## src/rtl/seq_div_pkg.sv

```systemverilog
// rtl/seq_div_pkg.sv - shared types and default widths for the sequential divider
// Purpose: FSM state encoding and default operand widths used by seq_div and seq_div_if.
// Ports: none (package).
package seq_div_pkg;

  localparam int DVD_W_DEF = 10;
  localparam int DVS_W_DEF = 5;

  typedef enum logic [1:0] {
    IDLE = 2'd0,
    RUN  = 2'd1,
    CORR = 2'd2,
    DONE = 2'd3
  } state_t;

endpackage

```

## src/rtl/seq_div_if.sv

```systemverilog
// rtl/seq_div_if.sv - request/result bundle between a divider client and seq_div
// Purpose: groups the start handshake, operands and held results.
// Ports: master drives start/dividend/divisor and observes busy/done/quot/rem/div0/ovf;
//        slave (the divider) is the mirror image.
interface seq_div_if
  import seq_div_pkg::*;
#(
  parameter int DVD_W = DVD_W_DEF,
  parameter int DVS_W = DVS_W_DEF
) ();

  logic             start;
  logic [DVD_W-1:0] dividend;
  logic [DVS_W-1:0] divisor;
  logic             busy;
  logic             done;
  logic [DVD_W-1:0] quot;
  logic [DVS_W-1:0] rem;
  logic             div0;
  logic             ovf;

  modport master (
    output start, dividend, divisor,
    input  busy, done, quot, rem, div0, ovf
  );

  modport slave (
    input  start, dividend, divisor,
    output busy, done, quot, rem, div0, ovf
  );

endinterface

```

## src/rtl/seq_div_step.sv

```systemverilog
// rtl/seq_div_step.sv - one restoring shift/trial-subtract step on unsigned magnitudes
// Purpose: shifts the next dividend bit into the partial remainder and subtracts the
//          divisor when it fits.
// Ports: rem_in (partial remainder), bit_in (next dividend bit), divisor (magnitude),
//        rem_out (new partial remainder), q_bit (quotient bit for this step).
module seq_div_step #(
  parameter int DVS_W = 5
) (
  input  logic [DVS_W-1:0] rem_in,
  input  logic             bit_in,
  input  logic [DVS_W-1:0] divisor,
  output logic [DVS_W-1:0] rem_out,
  output logic             q_bit
);

  logic [DVS_W:0] shifted;
  logic [DVS_W:0] diff;

  always_comb begin
    shifted = {rem_in, bit_in};
    diff    = shifted - {1'b0, divisor};
    // shifted < 2*divisor always holds, so the top bit of diff is a clean borrow flag.
    q_bit   = ~diff[DVS_W];
    rem_out = q_bit ? diff[DVS_W-1:0] : shifted[DVS_W-1:0];
  end

endmodule

```

## src/rtl/seq_div.sv

```systemverilog
// rtl/seq_div.sv - multi-cycle restoring divider with divide-by-zero and overflow flags
// Purpose: IDLE -> RUN (DVD_W steps) -> CORR (sign fix) -> DONE; zero divisor jumps to DONE.
// Ports: clk, rst (synchronous, active-high), bus (seq_div_if.slave: start/operands in,
//        busy/done/quot/rem/div0/ovf out).
// Config: define SEQ_DIV_SIGNED_EN for two's-complement operands; default is unsigned.
module seq_div
  import seq_div_pkg::*;
#(
  parameter int DVD_W = DVD_W_DEF,
  parameter int DVS_W = DVS_W_DEF
) (
  input  logic     clk,
  input  logic     rst,
  seq_div_if.slave bus
);

  localparam int CNT_W = $clog2(DVD_W + 1);
  localparam logic [CNT_W-1:0] LAST_STEP = CNT_W'(DVD_W - 1);

  state_t           state_q, state_d;
  // acc shifts dividend bits out at the top while quotient bits enter at the bottom.
  logic [DVD_W-1:0] acc_q, acc_d;
  logic [DVS_W-1:0] prem_q, prem_d;
  logic [DVS_W-1:0] dvs_q, dvs_d;
  logic [CNT_W-1:0] cnt_q, cnt_d;
  logic [DVD_W-1:0] quot_q, quot_d;
  logic [DVS_W-1:0] rem_q, rem_d;
  logic             div0_q, div0_d;
  logic             ovf_q, ovf_d;

  logic [DVD_W-1:0] dvd_mag;
  logic [DVS_W-1:0] dvs_mag;
  logic [DVD_W-1:0] quot_fix;
  logic [DVS_W-1:0] rem_fix;
  logic             ovf_fix;
  logic [DVS_W-1:0] step_rem;
  logic             step_bit;

`ifdef SEQ_DIV_SIGNED_EN
  logic dvd_neg_q, dvd_neg_d;
  logic dvs_neg_q, dvs_neg_d;
  logic q_neg;

  always_comb begin
    dvd_mag  = bus.dividend[DVD_W-1] ? -bus.dividend : bus.dividend;
    dvs_mag  = bus.divisor[DVS_W-1]  ? -bus.divisor  : bus.divisor;
    q_neg    = dvd_neg_q ^ dvs_neg_q;
    quot_fix = q_neg ? -acc_q : acc_q;
    rem_fix  = dvd_neg_q ? -prem_q : prem_q;
    // Only most-negative / -1 yields a positive magnitude with the sign bit set.
    ovf_fix  = ~q_neg & acc_q[DVD_W-1];
  end
`else
  always_comb begin
    dvd_mag  = bus.dividend;
    dvs_mag  = bus.divisor;
    quot_fix = acc_q;
    rem_fix  = prem_q;
    ovf_fix  = 1'b0;
  end
`endif

  seq_div_step #(.DVS_W(DVS_W)) u_step (
    .rem_in  (prem_q),
    .bit_in  (acc_q[DVD_W-1]),
    .divisor (dvs_q),
    .rem_out (step_rem),
    .q_bit   (step_bit)
  );

  always_comb begin
    state_d = state_q;
    acc_d   = acc_q;
    prem_d  = prem_q;
    dvs_d   = dvs_q;
    cnt_d   = cnt_q;
    quot_d  = quot_q;
    rem_d   = rem_q;
    div0_d  = div0_q;
    ovf_d   = ovf_q;
`ifdef SEQ_DIV_SIGNED_EN
    dvd_neg_d = dvd_neg_q;
    dvs_neg_d = dvs_neg_q;
`endif
    case (state_q)
      IDLE: begin
        if (bus.start) begin
          acc_d  = dvd_mag;
          dvs_d  = dvs_mag;
          prem_d = '0;
          cnt_d  = '0;
          div0_d = 1'b0;
          ovf_d  = 1'b0;
`ifdef SEQ_DIV_SIGNED_EN
          dvd_neg_d = bus.dividend[DVD_W-1];
          dvs_neg_d = bus.divisor[DVS_W-1];
`endif
          if (bus.divisor == '0) begin
            quot_d  = '1;
            rem_d   = '0;
            div0_d  = 1'b1;
            state_d = DONE;
          end else begin
            state_d = RUN;
          end
        end
      end
      RUN: begin
        acc_d  = {acc_q[DVD_W-2:0], step_bit};
        prem_d = step_rem;
        cnt_d  = cnt_q + CNT_W'(1);
        if (cnt_q == LAST_STEP) begin
          state_d = CORR;
        end
      end
      CORR: begin
        quot_d  = quot_fix;
        rem_d   = rem_fix;
        ovf_d   = ovf_fix;
        state_d = DONE;
      end
      DONE: begin
        state_d = IDLE;
      end
      default: begin
        state_d = IDLE;
      end
    endcase
  end

  always_ff @(posedge clk) begin
    if (rst) begin
      state_q <= IDLE;
      acc_q   <= '0;
      prem_q  <= '0;
      dvs_q   <= '0;
      cnt_q   <= '0;
      quot_q  <= '0;
      rem_q   <= '0;
      div0_q  <= 1'b0;
      ovf_q   <= 1'b0;
`ifdef SEQ_DIV_SIGNED_EN
      dvd_neg_q <= 1'b0;
      dvs_neg_q <= 1'b0;
`endif
    end else begin
      state_q <= state_d;
      acc_q   <= acc_d;
      prem_q  <= prem_d;
      dvs_q   <= dvs_d;
      cnt_q   <= cnt_d;
      quot_q  <= quot_d;
      rem_q   <= rem_d;
      div0_q  <= div0_d;
      ovf_q   <= ovf_d;
`ifdef SEQ_DIV_SIGNED_EN
      dvd_neg_q <= dvd_neg_d;
      dvs_neg_q <= dvs_neg_d;
`endif
    end
  end

  assign bus.busy = (state_q != IDLE);
  assign bus.done = (state_q == DONE);
  assign bus.quot = quot_q;
  assign bus.rem  = rem_q;
  assign bus.div0 = div0_q;
  assign bus.ovf  = ovf_q;

endmodule
```

## src/flat_wrapper.sv

```systemverilog
// flat-port wrapper written by rule: the top's interface ports become plain ports
module seq_div_flat import seq_div_pkg::*;
#(
  parameter int DVD_W = DVD_W_DEF,
  parameter int DVS_W = DVS_W_DEF
)
  (clk, rst, bus_start, bus_dividend, bus_divisor, bus_busy, bus_done, bus_quot, bus_rem, bus_div0, bus_ovf);
  seq_div_if #(.DVD_W(DVD_W), .DVS_W(DVS_W)) bus_i ();
  input  logic clk;
  input  logic rst;
  input wire logic [$bits(bus_i.start)-1:0] bus_start;
  input wire logic [$bits(bus_i.dividend)-1:0] bus_dividend;
  input wire logic [$bits(bus_i.divisor)-1:0] bus_divisor;
  output wire logic [$bits(bus_i.busy)-1:0] bus_busy;
  output wire logic [$bits(bus_i.done)-1:0] bus_done;
  output wire logic [$bits(bus_i.quot)-1:0] bus_quot;
  output wire logic [$bits(bus_i.rem)-1:0] bus_rem;
  output wire logic [$bits(bus_i.div0)-1:0] bus_div0;
  output wire logic [$bits(bus_i.ovf)-1:0] bus_ovf;
  assign bus_i.start = bus_start;
  assign bus_i.dividend = bus_dividend;
  assign bus_i.divisor = bus_divisor;
  assign bus_busy = bus_i.busy;
  assign bus_done = bus_i.done;
  assign bus_quot = bus_i.quot;
  assign bus_rem = bus_i.rem;
  assign bus_div0 = bus_i.div0;
  assign bus_ovf = bus_i.ovf;
  seq_div #(.DVD_W(DVD_W), .DVS_W(DVS_W)) u_core (.clk(clk), .rst(rst), .bus(bus_i));
endmodule
```

## config.mk

```make
export PLATFORM = sky130hd
export DESIGN_NAME = seq_div_flat
export DESIGN_NICKNAME = d
export VERILOG_FILES = /design/src/rtl/seq_div_pkg.sv /design/src/rtl/seq_div_if.sv /design/src/rtl/seq_div_step.sv /design/src/rtl/seq_div.sv /design/src/flat_wrapper.sv
export SDC_FILE = /design/constraint.sdc
export NUM_CORES = 1
export LEC_CHECK = 0
export ABC_AREA = 1
export CAP_MARGIN = 20
export CORE_MARGIN = 1
export CORE_UTILIZATION = 48
export CTS_CLUSTER_DIAMETER = 40
export DETAILED_ROUTE_END_ITERATION = 16
export PLACE_DENSITY = 0.85
export SLEW_MARGIN = 10
export SYNTH_ARGS = -nofsm -noshare
export SYNTH_HDL_FRONTEND = slang
export SYNTH_HIERARCHICAL = 1
export SYNTH_SLANG_ARGS = --single-unit
```

## constraint.sdc

```tcl
create_clock -name clk -period 1.4 [get_ports clk]
set_input_delay 0.14 -clock clk [delete_from_list [all_inputs] [get_ports clk]]
set_output_delay 0.14 -clock clk [all_outputs]
set_load 0.02 [all_outputs]
```

==> results of run 1 <==
through the flow:
stage | area [um^2] | power (W) | instances | setup slack [ns] | setup TNS [ns]
after floorplan | 2400 | 0.00398 | 328 | -0.0413 | -0.0413
after CTS | 3380 | 0.00627 | 452 | -0.137 | -1.66
final | 3730 | 0.00765 | 463 | -0.291 | -3.01
after global routing | 3730 | 0.00804 | 463 | -0.316 | -4.96
after detailed placement | 2990 | 0.00508 | 430 | -0.156 | -2.99
after global placement | 2990 | 0.00498 | 430 | -0.124 | -2.04
critical path, stage by stage (launching register included):
cell and delay [ns]:
dfxtp_2 0.34, inv_2 0.07, ha_4 0.13, inv_4 0.03, fa_2 0.39, nand3_4 0.10
nand3_2 0.10, nand2_2 0.13, nand3_2 0.09, nand2_2 0.07, nand2_1 0.06, a21oi_1 0.13
final timing paths:
check                endpoint  slack [ns]       startpoint  cells past startpoint
min           u_core/acc_q[0]        0.39  bus_dividend[0]                      3
max          u_core/prem_q[4]       -0.29  u_core/acc_q[9]                     11
min reg2reg   u_core/acc_q[2]        0.48  u_core/acc_q[2]                      2
max reg2reg  u_core/prem_q[4]       -0.29  u_core/acc_q[9]                     11
report_power, final:
part	internal, W	switching, W	total (W)
Sequential	0.00155	0.000247	0.00180
Clock	0.000351	0.000469	0.000820
Combinational	0.00217	0.00286	0.00503
Total	0.00408	0.00357	0.00765
per-layer routing:
layer | track usage (%) | vias up | wire [um]
li1 | - | 1228 | -
met5 | 0 | - | 0
met3 | 5.34 | 44 | 719
met4 | 11.8 | 0 | 428
met1 | 31.4 | 1273 | 3200
met2 | 45.2 | 176 | 4010
cells by family after synthesis:
family	count (synthesis)	share of synthesized area (%)
AO/OA/AOI/OAI	65	15.1
XOR/XNOR	1	0.380
adder cells (fa/ha/maj)	13	7.38
buffers and inverters	52	9.38
flip-flops	42	36.4
other	1	0.163
AND/OR/NAND/NOR	154	31.1
placed cells by master (no fill, tap or decap), types with 14 or more instances in the layout:
cell type and instances:
clkdlybuf4s50_1 18, a21oi_1 22, dfxtp_1 31, nand3b_1 14, inv_1 25, dlymetal6s2s_1 14, nand2_1 69, buf_4 31
o21ai_0 15, nor2_1 30
timing repair:
action	CTS	global route
buffers inserted	11	9
endpoints found under the setup margin	30	50
hold endpoints to repair	0	0
pin swaps	14	28
cloned	3	3
gates resized for setup	45	86
registers in the layout, summed over array words and instances, names as in the netlist:
register         cells
u_core/bus.quot     10
u_core/dvs_q         5
u_core/prem_q        5
u_core/acc_q        10
u_core/state_q       2
u_core/cnt_q         4
u_core/bus.rem       5
u_core/bus.div0      1
cell type report:
cell class,instances,area [um^2]
clock buffer,5,68.8
clock inverter,3,21.3
fill,226,748
inverter,39,164
multi-input combinational,234,1580
sequential,42,860
tap,52,65.1
timing repair buffer,86,948
timing repair inverter,2,15.0
==> metrics.txt, run 1 <==
syn nets ~360; FP Rows 24; final hold slack roughly 0.39 ns; root buffer cell clkbuf_8; n_diodes 0; outcome complete, but fails checks; synthesis-stage register bit count 42; Fin. Hold Viols 0; Core ar. 4470 um^2; Routed WL per cell between 15 and 20 um; drt drc 2; minimum clock period between 1.5 and 2 ns; Mapped Cells around 330; Final Worst Setup Slack -0.291 ns; Distinct cells, synth 31; max-slew violation count 0; vias in the first global route 2341; detailed-route vias per instance 5.88; GP Congestion between 0.8 and 0.9; Die ar. 5090 um^2; nets around 440; Worst Setup Start Kind register; Max Fclk a little under 0.6 GHz; Initial Util about half; leading area contributor after synthesis dfxtp_1; I/O Pins 37; share of Yosys cell area claimed by the top area cell type between 30% and 40%; number of flops mapped to enable cells by yosys 0; buffers added on ports 35; CP endpoint kind register; CTS Sinks 42; WP data required roughly 1.7 ns; final setup fails 26; antenna viol nets, final 0; Cell Pwr Density between 2000 and 2500 nW/um^2; worst skew pair latency 0.31 ns; final period utilization 121%; final wirelength roughly 8400 um; VDD IR max about 0.0017 V; crit path max fanout 2; Max-Cap Viols 0; Die Height around 71 um; number of hold buffers added after cts 0; GRT Total Usage about a quarter; list of most frequent post-synthesis cells nand2_1, dfxtp_1, inv_1; Worst-path clk slew approximately 0.090 ns; count leader, synth nand2_1; HPWL after DPL a little under 4000 um; Avg Cell Area, Syn between 7 and 8 um^2; Pleak about 1.9 nW; share of layout cells above drive strength 1 roughly 36%; worst clock skew 0.00904 ns; crit path DAT about 1.9 ns; CTS tree built; Area contributors post-synth dfxtp_1, nand2_1, ha_1, a21oi_1, inv_1; violated checks DRC, setup timing; register area share after synthesis a little over a third; Bufs on Longest Clock Path 2; final core occ between 80% and 90%; Crit Path Class register to register; 1st-iter DRT viols ~330; Syn. warnings 6; first drt pass iteration count 12; Die Wd approximately 70 um; area delta synth->final 61.5%; # H-tree levels 2; async set or reset register ratio after synthesis 0%; pin count of the biggest net entering global routing 28; detailed-route via count ~2700; Post-Syn Area 2310 um^2; global route total overflow 0; ys flop type dfxtp_1; initial antenna violation count 0; CTS buffer count 5; Hold WC Path Type input pin to register; first-pass GRT wire length around 10000 um; RSZ-0062 raised after global routing true
No activity file was read; power rests on OpenSTA's default activity.
==> run 2: changes to the inputs <==
Settings changed: ABC_CLOCK_PERIOD_IN_PS set to 1400.
==> results of run 2 <==
Same layout as run 1: the final DEF is identical, and so are final timing and power.
==> run 3: changes to the inputs <==
Settings changed: PLACE_DENSITY 0.85 to 0.76.
==> run 3 against run 2 <==
- the flow still finishes with violations (DRC, setup timing)
- via count shrank 7.4%
- non-clock buffer count shrank 2
- sequential power is essentially flat
- worst setup slack gained 0.016 ns
- critical path depth shrank 2
- cell area shrank 2.7%
- combinational power shrank 8.0%
==> metrics.txt, run 3 (same netlist as run 1, synthesis figures left out) <==
outcome complete, but fails checks (unchanged); violated checks DRC, setup timing (unchanged); detailed-route via count 2519 (was 2721); Core ar. 4470 um^2 (unchanged); VDD IR max 0.00147 V (was 0.00166 V); share of layout cells above drive strength 1 33.8% (was 36.3%); FP Rows 24 (unchanged); worst clock skew 0.0120 ns (was 0.00904 ns); Die ar. 5090 um^2 (unchanged); Initial Util 51.6% (unchanged); wire length on met2 3410 um (was 4010 um); Top Layer Used met4 (unchanged); CP endpoint kind register (unchanged); worst skew pair latency 0.31 ns (about the same); final wirelength 6950 um (was 8350 um); minimum clock period 1.68 ns (was 1.69 ns); detailed-route vias per instance 5.48 (was 5.88); Final Non-Filler Cells 460 (was 463); Crit Path Class register to register (unchanged); Pleak 1.80 nW (was 1.87 nW); 1st-iter DRT viols 170 (was 334); first-pass GRT wire length 10100 um (was 10400 um); Routed WL per cell 15.1 um (was 18.0 um); Max Fclk 0.597 GHz (was 0.591 GHz); final setup fails 20 (was 26); root buffer cell clkbuf_8 (unchanged); final hold slack 0.411 ns (was 0.389 ns); number of hold buffers added after cts 0 (unchanged); Final Worst Setup Slack -0.275 ns (was -0.291 ns); HPWL after DPL 3930 um (was 3940 um); Worst Setup Start Kind register (unchanged); initial antenna violation count 0 (unchanged); Filler cells 262 (was 226); area delta synth->final 57.1% (was 61.5%); Worst-path clk slew 0.09 ns (about the same); Die Wd 71.3 um (unchanged); drt drc 2 (unchanged); most frequent cells in the layout nand2_1, buf_4, nor2_1, dfxtp_1, inv_1 (was nand2_1, dfxtp_1, buf_4); WL met3 297 um (was 719 um); first drt pass iteration count 11 (was 12); n_diodes 0 (unchanged); crit path DAT 1.91 ns (was 1.94 ns); GRT Total Usage 25.5% (was 26.2%); final period utilization 120% (was 121%); Bufs on Longest Clock Path 2 (unchanged); CTS buffer count 5 (unchanged); CTS tree built (unchanged); wl on met1 2990 um (was 3200 um); pin count of the biggest net entering global routing 28 (unchanged); I/O Pins 37 (unchanged); most common cell after layout, fill and taps aside nand2_1 (unchanged); vias in the first global route 2179 (was 2341); max-slew violation count 0 (unchanged); crit path max fanout 2 (unchanged); buffers added on ports 35 (unchanged); final core occ 81.0% (was 83.3%); fin area 3620 um^2 (was 3730 um^2); global route total overflow 0 (unchanged); CTS Sinks 42 (unchanged); WP data required 1.63 ns (was 1.65 ns); Cell Pwr Density 2040 nW/um^2 (was 2050 nW/um^2); Max-Cap Viols 0 (unchanged); RSZ-0062 raised after global routing true (unchanged); placed cell area 3020 um^2 (was 2990 um^2); GP Congestion 0.869 (was 0.887); # H-tree levels 2 (unchanged); placed insts 434 (was 430); Die Height 71.3 um (unchanged); Hold WC Path Type input pin to register (unchanged); antenna viol nets, final 0 (unchanged); nets 438 (was 441); total power 0.00740 W (was 0.00765 W); Fin. Hold Viols 0 (unchanged)
run 3: metal layers:
layer	vias to the layer above	GRT usage, %
li1	1216	-
met1	1188	31.3
met2	91	45.1
met3	24	5.63
met4	0	7.11
met5	-	0
run 3: area by class of cell:
| class | instances | area (um^2) | share of cell area [%] |
|---|---|---|---|
| clock inverter | 2 | 37.5 | 1.04 |
| inverter | 39 | 161 | 4.45 |
| timing repair buffer | 84 | 872 | 24.1 |
| sequential | 42 | 858 | 23.7 |
| clock buffer | 6 | 72.6 | 2.00 |
| multi-input combinational | 235 | 1560 | 43.0 |
| tap | 52 | 65.1 | 1.79 |
run 3: path summary, 6_finish.rpt:
kind / startpoint / endpoint / slack, ns / cells past startpoint
worst max-delay path: u_core/acc_q[9] / u_core/prem_q[2] / -0.28 / 9
worst min-delay path: bus_dividend[1] / u_core/acc_q[1] / 0.41 / 3
worst max register to register: u_core/acc_q[9] / u_core/prem_q[2] / -0.28 / 9
worst min register to register: u_core/acc_q[3] / u_core/acc_q[3] / 0.48 / 2
run 3: repair_timing:
item	in CTS	in global routing
setup endpoints to repair	33	48
setup buffers	4	12
resized for setup	42	63
gates cloned	2	1
pin swaps	17	13
run 3: per-stage QoR:
step / setup TNS, ns / setup slack (ns)
floorplan: -0.0413 / -0.0413
CTS: -0.903 / -0.122
finish: -1.44 / -0.275
global placement: -2.07 / -0.107
global route: -3.04 / -0.281
detailed placement: -3.26 / -0.194
run 3: worst max-delay path, cell delays in order, from the launching register on:
cell and delay (ns):
dfxtp_2 0.34, inv_2 0.07, ha_4 0.14, inv_4 0.03
fa_2 0.36, xor2_1 0.26, nand3_2 0.12, nand2_1 0.09
nand2_1 0.05, a21oi_1 0.13
run 3: power breakdown:
part	switching, W	leakage (nW)	internal [W]
logic	0.00258	1.40	0.00205
clock network	0.000455	0.0514	0.000533
registers	0.000230	0.348	0.00155
total	0.00327	1.80	0.00413
